$ cat config.mk
export PLATFORM = sky130hd
export DESIGN_NAME = xif_result_arbiter
export DESIGN_NICKNAME = d
export VERILOG_FILES = /design/src/rtl/xif_result_arbiter_pkg.sv /design/src/rtl/xif_rr_picker.sv /design/src/rtl/xif_result_arbiter.sv
export SDC_FILE = /design/constraint.sdc
export NUM_CORES = 1
export LEC_CHECK = 0
export CAP_MARGIN = 20
export CORE_MARGIN = 4
export CORE_UTILIZATION = 25
export DETAILED_ROUTE_END_ITERATION = 12
export GPL_TIMING_DRIVEN = 1
export MAX_ROUTING_LAYER = met4
export PLACE_DENSITY = 0.95
export SYNTH_ARGS = -nofsm -noshare
export SYNTH_HDL_FRONTEND = slang
export SYNTH_SLANG_ARGS = --single-unit
$ cat constraint.sdc
create_clock -name clk_i -period 4.5 [get_ports clk_i]
set_input_delay 0.675 -clock clk_i [delete_from_list [all_inputs] [get_ports clk_i]]
set_output_delay 0.675 -clock clk_i [all_outputs]
set_load 0.02 [all_outputs]
$ cat src/rtl/xif_result_arbiter_pkg.sv
`default_nettype none
// +----------------------------------------------------------------------+
// | Module   : xif_result_arbiter_pkg                                    |
// | Brief    : CV-X-IF result layout and width helpers for the result    |
// |            arbiter.                                                  |
// | Revision : 1.0 - initial release                                     |
// +----------------------------------------------------------------------+
package xif_result_arbiter_pkg;

   // Default interface geometry; the arbiter itself is sized by parameters.
   localparam int DEF_HARTID_W = 1;
   localparam int DEF_ID_W     = 4;
   localparam int DEF_RFW_W    = 32;
   localparam int DEF_DUALWR   = 0;

   // Result record, most significant field first (hartid at the top, err at bit 0).
   typedef struct packed {
      logic [DEF_HARTID_W-1:0] hartid;
      logic [DEF_ID_W-1:0]     id;
      logic [DEF_RFW_W-1:0]    data;
      logic [4:0]              rd;
      logic [DEF_DUALWR:0]     we;
      logic [2:0]              ecswe;
      logic [5:0]              ecsdata;
      logic                    exc;
      logic [5:0]              exccode;
      logic                    dbg;
      logic                    err;
   } x_result_t;

   // Packed width of a result for an arbitrary interface geometry.
   function automatic int result_width(input int hartid_w, input int id_w,
                                       input int rfw_w, input int dualwrite);
      return hartid_w + id_w + rfw_w + 5 + (dualwrite + 1) + 3 + 6 + 1 + 6 + 1 + 1;
   endfunction

   // Grant index width; never narrower than one bit.
   function automatic int grant_width(input int num_req);
      return (num_req < 2) ? 1 : $clog2(num_req);
   endfunction

endpackage
`default_nettype wire

$ cat src/rtl/xif_rr_picker.sv
`default_nettype none
// +----------------------------------------------------------------------+
// | Module   : xif_rr_picker                                             |
// | Brief    : Combinational round-robin first-one search starting at    |
// |            ptr and wrapping modulo NUM_REQ.                          |
// | Revision : 1.0 - initial release                                     |
// +----------------------------------------------------------------------+
module xif_rr_picker #(
   parameter int NUM_REQ = 2,
   parameter int IDX_W   = 1
) (
   input  logic [NUM_REQ-1:0] valid,
   input  logic [IDX_W-1:0]   ptr,
   output logic [IDX_W-1:0]   grant,
   output logic               found
);

   // ptr is always below NUM_REQ, so one conditional subtract wraps the sum.
   function automatic int wrap_idx(input int base, input int off);
      int s;
      s = base + off;
      return (s >= NUM_REQ) ? s - NUM_REQ : s;
   endfunction

   // First valid requester at or after ptr wins.
   always_comb begin
      grant = '0;
      found = 1'b0;
      for (int i = 0; i < NUM_REQ; i++) begin
         if (!found && valid[wrap_idx(int'(ptr), i)]) begin
            found = 1'b1;
            grant = IDX_W'(wrap_idx(int'(ptr), i));
         end
      end
   end

endmodule
`default_nettype wire

$ cat src/rtl/xif_result_arbiter.sv
`default_nettype none
// +----------------------------------------------------------------------+
// | Module   : xif_result_arbiter                                        |
// | Brief    : Merges NUM_COP CV-X-IF coprocessor result channels onto   |
// |            one CPU result channel. Round-robin with a grant lock     |
// |            that keeps a stalled result stable; flags requesters that |
// |            drop valid before the handshake.                          |
// | Options  : XIF_RESULT_ARB_OUT_REG_EN - 2-entry skid buffer on the    |
// |            core side (1-cycle latency, ready decoupled from core).   |
// | Revision : 1.0 - initial release                                     |
// +----------------------------------------------------------------------+
module xif_result_arbiter
   import xif_result_arbiter_pkg::*;
#(
   parameter  int NUM_COP        = 2,
   parameter  int X_ID_WIDTH     = 4,
   parameter  int X_HARTID_WIDTH = 1,
   parameter  int X_RFW_WIDTH    = 32,
   parameter  int X_DUALWRITE    = 0,
   localparam int RESULT_W       = result_width(X_HARTID_WIDTH, X_ID_WIDTH,
                                                X_RFW_WIDTH, X_DUALWRITE),
   localparam int GIDX_W         = grant_width(NUM_COP)
) (
   input  logic                              clk_i,
   input  logic                              rst_ni,
   input  logic [NUM_COP-1:0]                cop_result_valid_i,
   output logic [NUM_COP-1:0]                cop_result_ready_o,
   input  logic [NUM_COP-1:0][RESULT_W-1:0]  cop_result_i,
   output logic                              core_result_valid_o,
   input  logic                              core_result_ready_i,
   output logic [RESULT_W-1:0]               core_result_o,
   output logic [GIDX_W-1:0]                 grant_idx_o,
   output logic                              proto_err_o
);

   logic [GIDX_W-1:0] rr_ptr_q;
   logic [GIDX_W-1:0] lock_idx_q;
   logic [GIDX_W-1:0] last_grant_q;
   logic              lock_q;

   logic [GIDX_W-1:0] pick_grant;
   logic              pick_found;
   logic [GIDX_W-1:0] grant;
   logic [GIDX_W-1:0] next_ptr;
   logic              arb_valid;
   logic              arb_ready;
   logic              arb_xfer;
   logic              lock_drop;

   xif_rr_picker #(
      .NUM_REQ (NUM_COP),
      .IDX_W   (GIDX_W)
   ) u_picker (
      .valid (cop_result_valid_i),
      .ptr   (rr_ptr_q),
      .grant (pick_grant),
      .found (pick_found)
   );

   // While locked the held requester owns the output regardless of others;
   // reset masks the arbiter so nothing is offered while rst_ni is low.
   assign grant     = lock_q ? lock_idx_q : pick_grant;
   assign arb_valid = rst_ni & (lock_q ? cop_result_valid_i[lock_idx_q] : pick_found);
   assign lock_drop = lock_q & ~cop_result_valid_i[lock_idx_q];
   assign arb_xfer  = arb_valid & arb_ready;
   assign next_ptr  = (grant == GIDX_W'(NUM_COP - 1)) ? '0 : grant + 1'b1;

   // Error is flagged in the same cycle valid disappears; the lock clears at
   // the following edge, so the pulse is exactly one cycle long.
   assign proto_err_o = lock_drop;

   // Reported index tracks the live grant and otherwise holds the last one.
   assign grant_idx_o = arb_valid ? grant : last_grant_q;

   for (genvar k = 0; k < NUM_COP; k++) begin : g_ready
      assign cop_result_ready_o[k] = arb_valid & arb_ready & (grant == GIDX_W'(k));
   end

   // Round-robin pointer, grant lock and last-grant bookkeeping.
   always_ff @(posedge clk_i or negedge rst_ni) begin
      if (!rst_ni) begin
         rr_ptr_q     <= '0;
         lock_q       <= 1'b0;
         lock_idx_q   <= '0;
         last_grant_q <= '0;
      end else begin
         if (arb_valid) begin
            last_grant_q <= grant;
         end
         if (arb_xfer) begin
            rr_ptr_q <= next_ptr;
            lock_q   <= 1'b0;
         end else if (arb_valid) begin
            lock_q     <= 1'b1;
            lock_idx_q <= grant;
         end else if (lock_drop) begin
            lock_q <= 1'b0;
         end
      end
   end

`ifdef XIF_RESULT_ARB_OUT_REG_EN
   logic [1:0]          fill_q;
   logic [RESULT_W-1:0] head_q;
   logic [RESULT_W-1:0] tail_q;
   logic                push;
   logic                pop;
   logic [RESULT_W-1:0] arb_data;

   // The arbiter sees only buffer space, never the core's ready.
   assign arb_ready           = (fill_q != 2'd2);
   assign arb_data            = cop_result_i[grant];
   assign push                = arb_xfer;
   assign pop                 = (fill_q != 2'd0) & core_result_ready_i;
   assign core_result_valid_o = (fill_q != 2'd0);
   assign core_result_o       = head_q;

   // Two-entry FIFO: head_q drives the core, tail_q catches the skid entry.
   always_ff @(posedge clk_i or negedge rst_ni) begin
      if (!rst_ni) begin
         fill_q <= 2'd0;
         head_q <= '0;
         tail_q <= '0;
      end else begin
         case ({push, pop})
            2'b10: begin
               if (fill_q == 2'd0) begin
                  head_q <= arb_data;
               end else begin
                  tail_q <= arb_data;
               end
               fill_q <= fill_q + 2'd1;
            end
            2'b01: begin
               head_q <= tail_q;
               fill_q <= fill_q - 2'd1;
            end
            2'b11: begin
               if (fill_q == 2'd1) begin
                  head_q <= arb_data;
               end else begin
                  head_q <= tail_q;
                  tail_q <= arb_data;
               end
            end
            default: begin
            end
         endcase
      end
   end
`else
   assign arb_ready           = core_result_ready_i;
   assign core_result_valid_o = arb_valid;
   assign core_result_o       = cop_result_i[grant];
`endif

endmodule
`default_nettype wire

==> flow_summary.toml, run 1 <==
[critical_path]
critPathArrivalTime_ps = 3000
crit_path_frequent_cell = "clkdlybuf4s50_1"
r2r_slack_ps = 2940
r2r_cells = 3
startpoint_type = "primary input"
reg2reg_from = "lock_idx_q"
cp.required_ps = 3830
cp-end-kind = "output pin"
crit_fanout = 19
critPathSlowestCell = "clkdlybuf4s50_1"
timing.rr.end = "rr_ptr_q"
crit_path_max_incr_delay_ps = 550
critPathKind = "in2out"
crit_chain = "clkdlybuf4s50_1 -> nor2b_1 -> o21a_4 -> buf_4 -> mux2_4 -> clkdlybuf4s50_1"

[placement]
post_dp_cell_area_um2 = 3197
gp_congestion = 0.7746
post-place-ws_ps = 823.3
hpwl_mm = 5.364
numPortBuffers = 192

[clock_network]
post_cts_buffers = 0
cts_max_path_buffers = 2
cts_tree = "done"
htreeDepth = 1
cts_sinks = 4
cts_resized = 0
clk_latency_ps = 220
clock_tree.root_cell = "clkbuf_8"
cts-hold-fix-buffers = 0
clk_pin_slew_worst_paths_ps = 30
cts_buffers = 3

[timing]
fin_setup_tns_ps = 0
setup_violations = 0
finalCritPeriodShare_pct = 81.61
clock_skew_ps = 1.680
period_needed_ps = 3673
fmax_mhz = 272.3
rsz0062_at_grt = "no"
final_hold_viol_count = 0
fin_ws_ps = 827.4
whs_ps = 491.8
slew_headroom_pct = 68.73
worst_slew_pin_slew_ps = 464.9
final-max-slew-violation-count = 0

[finish]
n_antenna_cell = 0
nets = 413
syn2layout_area_growth_pct = 152.5
drive_above_1_share_pct = 24.65
design_area_um2 = 3238

[min_path]
holdCritStartpoint = "last_grant_q"
whs_endpoint = "last_grant_q"
hp-class = "reg2reg"
hold_depth = 1

[synth]
avgSynthCellArea_um2 = 13.64
syn_area_um2 = 1282
yosysTopAreaCellShare_pct = 67.90
synth_area_leaders = "mux2_4 68%, buf_12 7.8%, dfrtp_1 7.8%"
synth_top_area_cell = "mux2_4"
synth_compound_area_share_pct = 4.488
yosys.area_share.adder_pct = 0
synth.area.mux_share_pct = 73.95
ys_seq_area_share_pct = 7.805
yosysUniqueCellTypes = 20
syn_nets = 221
synth_xor_area_share_pct = 0
synth-simple-area-share_pct = 3.317
synth_warnings = 0
ys_ff_latch = 4
synth_top_family_by_area = "multiplexers"
synth_cells = 94

[grt]
grt_first_pass_wirelength_mm = 8.652
grt_util_met1_pct = 16.73
grt_use_met2_pct = 36.56
grt_max_degree = 32
gr-total-overflow = 0
grtUsageMet3_pct = 5.869
gr-usage-all-layers_pct = 18.08
top_usage_layer = "met2"
antenna_found_initial = 0
grt_pass1_vias = 1682

[floorplanning]
start_util_pct = 26.45
die_h_um = 79.63
coreArea_um2 = 4848
die_w_um = 79.63
io_pins = 193
fp-row-count = 25
die-area_um2 = 6340

[run]
max_cap_viol_count = 0

[power_and_ir_drop]
p_int_w = 0.0006629
cellLeakagePower_nw = 1.407
p_comb_share_pct = 87.2
p_clk_share_pct = 7.0
p_sw_share_pct = 38.44
power_switching_w = 0.0004139
ir_drop_v = 0.0002880
power_density_nw_per_um2 = 332.6
seqPwrFrac_pct = 5.8

[route]
viasPerCell = 4.413
drtPass1Iterations = 4
num_vias = 1549
drc = 0
detail-route-antenna-nets = 0
post_drt_wl_per_cell_um = 17.45
drt-total-wl_mm = 6.126
drt_iter0_drc = 27

[run_status]
status = "completed"
-- cell families (layout without fill, tap and decap cells) --
family,Yosys count,after routing
mux,65,65
buf+inv,9,199
compound gates,8,8
simple gates,8,8
flops,4,4
-- routing by layer --
layer / wire length, um / share of wire, %
met3: 641 / 10
met2: 3397 / 55
met5: 0 / 0
met4: 41 / 0.67
met1: 2045 / 33
-- power by group through the flow --
stage                     registers (W)  logic [W]  clock network (W)
after global routing          0.0000647   0.000984          0.0000794
after detailed placement      0.0000624   0.000944                  0
final                         0.0000626   0.000939          0.0000754
after floorplan               0.0000593   0.000609                  0
after global placement        0.0000620   0.000933                  0
after CTS                     0.0000624   0.000950          0.0000774
-- critical path, delay by kind of cell --
family          cells  cell delay, ps
mux                 1             330
buf+inv             3            1460
simple gates        1             210
compound gates      1             320
-- cells in the mapped netlist, drive strengths merged --
library cell and number:
a211oi 1, a21boi 1, and2 1, buf 7, dfrtp 4, inv 2, mux2 64, mux2i 1
nand2 1, nand2b 1, nor2 3, nor2b 1, o2111ai 2, o211ai 1, o21a 1, o21ai 2
or3b 1
-- sequential cells by signal (all words and copies together), names as in the netlist --
| register | count |
|---|---|
| last_grant_q | 1 |
| lock_idx_q | 1 |
| lock_q | 1 |
| rr_ptr_q | 1 |
-- how the worst max path moves through the flow --
| stage | startpoint | to | slack (ps) | cells past startpoint |
|---|---|---|---|---|
| finish | cop_result_valid_i[0] | core_result_o[7] | 830 | 6 |
| global route | cop_result_valid_i[0] | core_result_o[0] | 670 | 6 |
| CTS | cop_result_valid_i[0] | core_result_o[7] | 820 | 6 |
| detailed placement | cop_result_valid_i[0] | core_result_o[7] | 820 | 6 |
| global placement | cop_result_valid_i[0] | core_result_o[9] | 850 | 6 |
| floorplan | cop_result_valid_i[0] | grant_idx_o | 2190 | 3 |
-- cell usage in the layout, fill, tap and decap left out --
cell | synthesis | routed
o211ai_1 | 1 | 1
inv_1 | 2 | 2
nor2b_1 | 1 | 1
a211oi_1 | 1 | 1
nor2_1 | 3 | 3
mux2_2 | 6 | 6
buf_12 | 5 | 1
o21a_4 | 0 | 1
buf_4 | 0 | 1
and2_1 | 1 | 1
mux2i_1 | 1 | 1
nand2b_1 | 1 | 1
dfrtp_1 | 4 | 4
clkdlybuf4s50_1 | 0 | 192
mux2_4 | 58 | 58
clkbuf_8 | 0 | 3
nand2_1 | 1 | 1
a21boi_0 | 1 | 1
o21ai_0 | 2 | 2
o2111ai_1 | 2 | 2
or3b_1 | 1 | 1
-- cell type report --
cell class	instances	area, um2
Tap cell	67	83.83
Timing Repair Buffer	194	1949
Inverter	2	7.507
Multi-Input combinational cell	81	1056
Sequential cell	4	100.1
Clock buffer	3	41.29
Fill cell	383	1610
-- stage by stage --
step                       power, W  cells  util [%]
after floorplan           0.0006680     94         -
after global placement    0.0009955    348     65.94
after detailed placement   0.001006    348     65.94
after CTS                  0.001089    351     66.79
after global routing       0.001128    351     66.79
final                      0.001077    351     66.79
Power figures use the tool's default switching activity.
==> inputs of run 2 (changes only) <==
--- a/config.mk
+++ b/config.mk
@@ -7,11 +7,11 @@
 export LEC_CHECK = 0
 export CAP_MARGIN = 20
 export CORE_MARGIN = 4
-export CORE_UTILIZATION = 25
+export CORE_UTILIZATION = 24
 export DETAILED_ROUTE_END_ITERATION = 12
 export GPL_TIMING_DRIVEN = 1
 export MAX_ROUTING_LAYER = met4
-export PLACE_DENSITY = 0.95
+export PLACE_DENSITY = 0.93
 export SYNTH_ARGS = -nofsm -noshare
 export SYNTH_HDL_FRONTEND = slang
 export SYNTH_SLANG_ARGS = --single-unit
==> constraint.sdc (replaced) <==
create_clock -name clk_i -period 3.51 [get_ports clk_i]
set_input_delay 0.5265 -clock clk_i [delete_from_list [all_inputs] [get_ports clk_i]]
set_output_delay 0.5265 -clock clk_i [all_outputs]
set_load 0.02 [all_outputs]
==> flow_summary.toml, run 2 (synthesis gave the netlist of run 1 again) <==
[run]
max_cap_viol_count = 0

[timing]
fin_setup_tns_ps = 0
clock_skew_ps = 1.586
period_needed_ps = 3109
slew_headroom_pct = 73.38
whs_ps = 495.0
rsz0062_at_grt = "no"
setup_violations = 0
finalCritPeriodShare_pct = 88.56
final-max-slew-violation-count = 0
worst_slew_pin_slew_ps = 395.7
final_hold_viol_count = 0
fmax_mhz = 321.7

[finish]
fill_cells = 422
postLayoutCoreUtil_pct = 63.32
layout_common_cells = "192 x clkdlybuf4s50_1, 58 x mux2_4, 6 x mux2_2"
register_area_um2 = 100.1
multiInputGateArea_um2 = 1056
drive_above_1_share_pct = 24.65
final_cell_count_no_fill = 354
layout_commonest_cell = "clkdlybuf4s50_1"
nets = 413
syn2layout_area_growth_pct = 153.8
n_antenna_cell = 0

[clock_network]
cts_max_path_buffers = 2
cts_resized = 0
clk_latency_ps = 220
post_cts_buffers = 0
htreeDepth = 1
cts_sinks = 4
clock_tree.root_cell = "clkbuf_8"
cts_buffers = 3
clk_pin_slew_worst_paths_ps = 30
cts_tree = "done"
cts-hold-fix-buffers = 0

[floorplanning]
fp-row-count = 26
die_h_um = 81.10
die-area_um2 = 6577
start_util_pct = 24.95
coreArea_um2 = 5140
io_pins = 193
die_w_um = 81.10

[critical_path]
critPathKind = "in2out"
r2r_cells = 3
cp.depth = 6
path_delay_family = "buffers and inverters"
critPathArrivalTime_ps = 2580
startpoint_type = "primary input"
crit_fanout = 33
crit_path_max_incr_delay_ps = 540
critPathSlowestCell = "clkdlybuf4s50_1"
cp-end-kind = "output pin"
crit_path_frequent_cell = "clkdlybuf4s50_1"
crit_chain = "clkdlybuf4s50_1 -> nor2b_1 -> o21a_4 -> buf_12 -> mux2_2 -> clkdlybuf4s50_1"
cp.required_ps = 2980
r2r_slack_ps = 1980
cp_num_buf_inv = 3

[power_and_ir_drop]
ir_drop_v = 0.0004740
power_density_nw_per_um2 = 426.6
cellLeakagePower_nw = 1.412
p_comb_share_pct = 87.3
p_int_w = 0.0008597
p_clk_share_pct = 6.8
power_switching_w = 0.0005286
p_total_w = 0.001388
seqPwrFrac_pct = 5.8
p_sw_share_pct = 38.08

[grt]
grt_first_pass_wirelength_mm = 7.879
gr-usage-all-layers_pct = 15.95
gr-total-overflow = 0
grt_max_degree = 34
antenna_found_initial = 0
grt_pass1_vias = 1637

[route]
viasPerCell = 4.319
post_drt_wl_per_cell_um = 16.42
num_vias = 1529
drt-total-wl_mm = 5.813
detail-route-antenna-nets = 0
drtPass1Iterations = 4
drt_iter0_drc = 24
drc = 0

[placement]
hpwl_mm = 5.114
numPortBuffers = 192
gp_congestion = 0.8143
placed_cells = 351

[min_path]
hold_depth = 1
hp-class = "reg2reg"

[run_status]
status = "completed"
## run 2: cell counts in the layout (fill, tap and decap cells not counted)
No cell type changed its count.
## run 2: metrics by stage
stage,worst slack (ps),instance area [um2]
after floorplan,1497,1282
after global placement,425.8,3213
after detailed placement,397.5,3213
after CTS,381.1,3254
after global routing,315.0,3254
final,401.4,3254
## run 2: cell type report
class                           count  area share (%)
Multi-Input combinational cell     81           32.45
Sequential cell                     4           3.076
Timing Repair Buffer              194           60.28
Tap cell                           70           2.691
Clock buffer                        3           1.269
Inverter                            2          0.2307
## run 2: metal layers
metal / share of wire (%) / vias to the layer above / track usage, % / wire length, um
met2: 55 / 106 / 32.51 / 3189
met4: 0.57 / 0 / 3.716 / 33
met1: 34 / 683 / 14.87 / 1963
met5: 0 / - / - / 0
met3: 11 / 4 / 3.437 / 626
li1: - / 736 / - / -
## run 2: worst reg2reg max path, stage by stage, from the launching register on
cell and delay, ps:
dfrtp_1 410, or3b_1 420, o2111ai_1 200, mux2_2 380
## run 2: path summary, 6_finish.rpt
path | from | to
max | cop_result_valid_i[0] | core_result_o[48]
min in group asynchronous | rst_ni | last_grant_q
min reg2reg | last_grant_q | last_grant_q
min | last_grant_q | last_grant_q
max reg2reg | lock_q | rr_ptr_q
max in group asynchronous | rst_ni | lock_q
## run 2: power groups by stage
stage               combinational, W   clock, W  sequential [W]
floorplan                   0.000780          0       0.0000760
global placement             0.00121          0       0.0000801
detailed placement           0.00122          0       0.0000821
CTS                          0.00122  0.0000986       0.0000813
global route                 0.00127   0.000104       0.0000852
finish                       0.00121  0.0000951       0.0000809
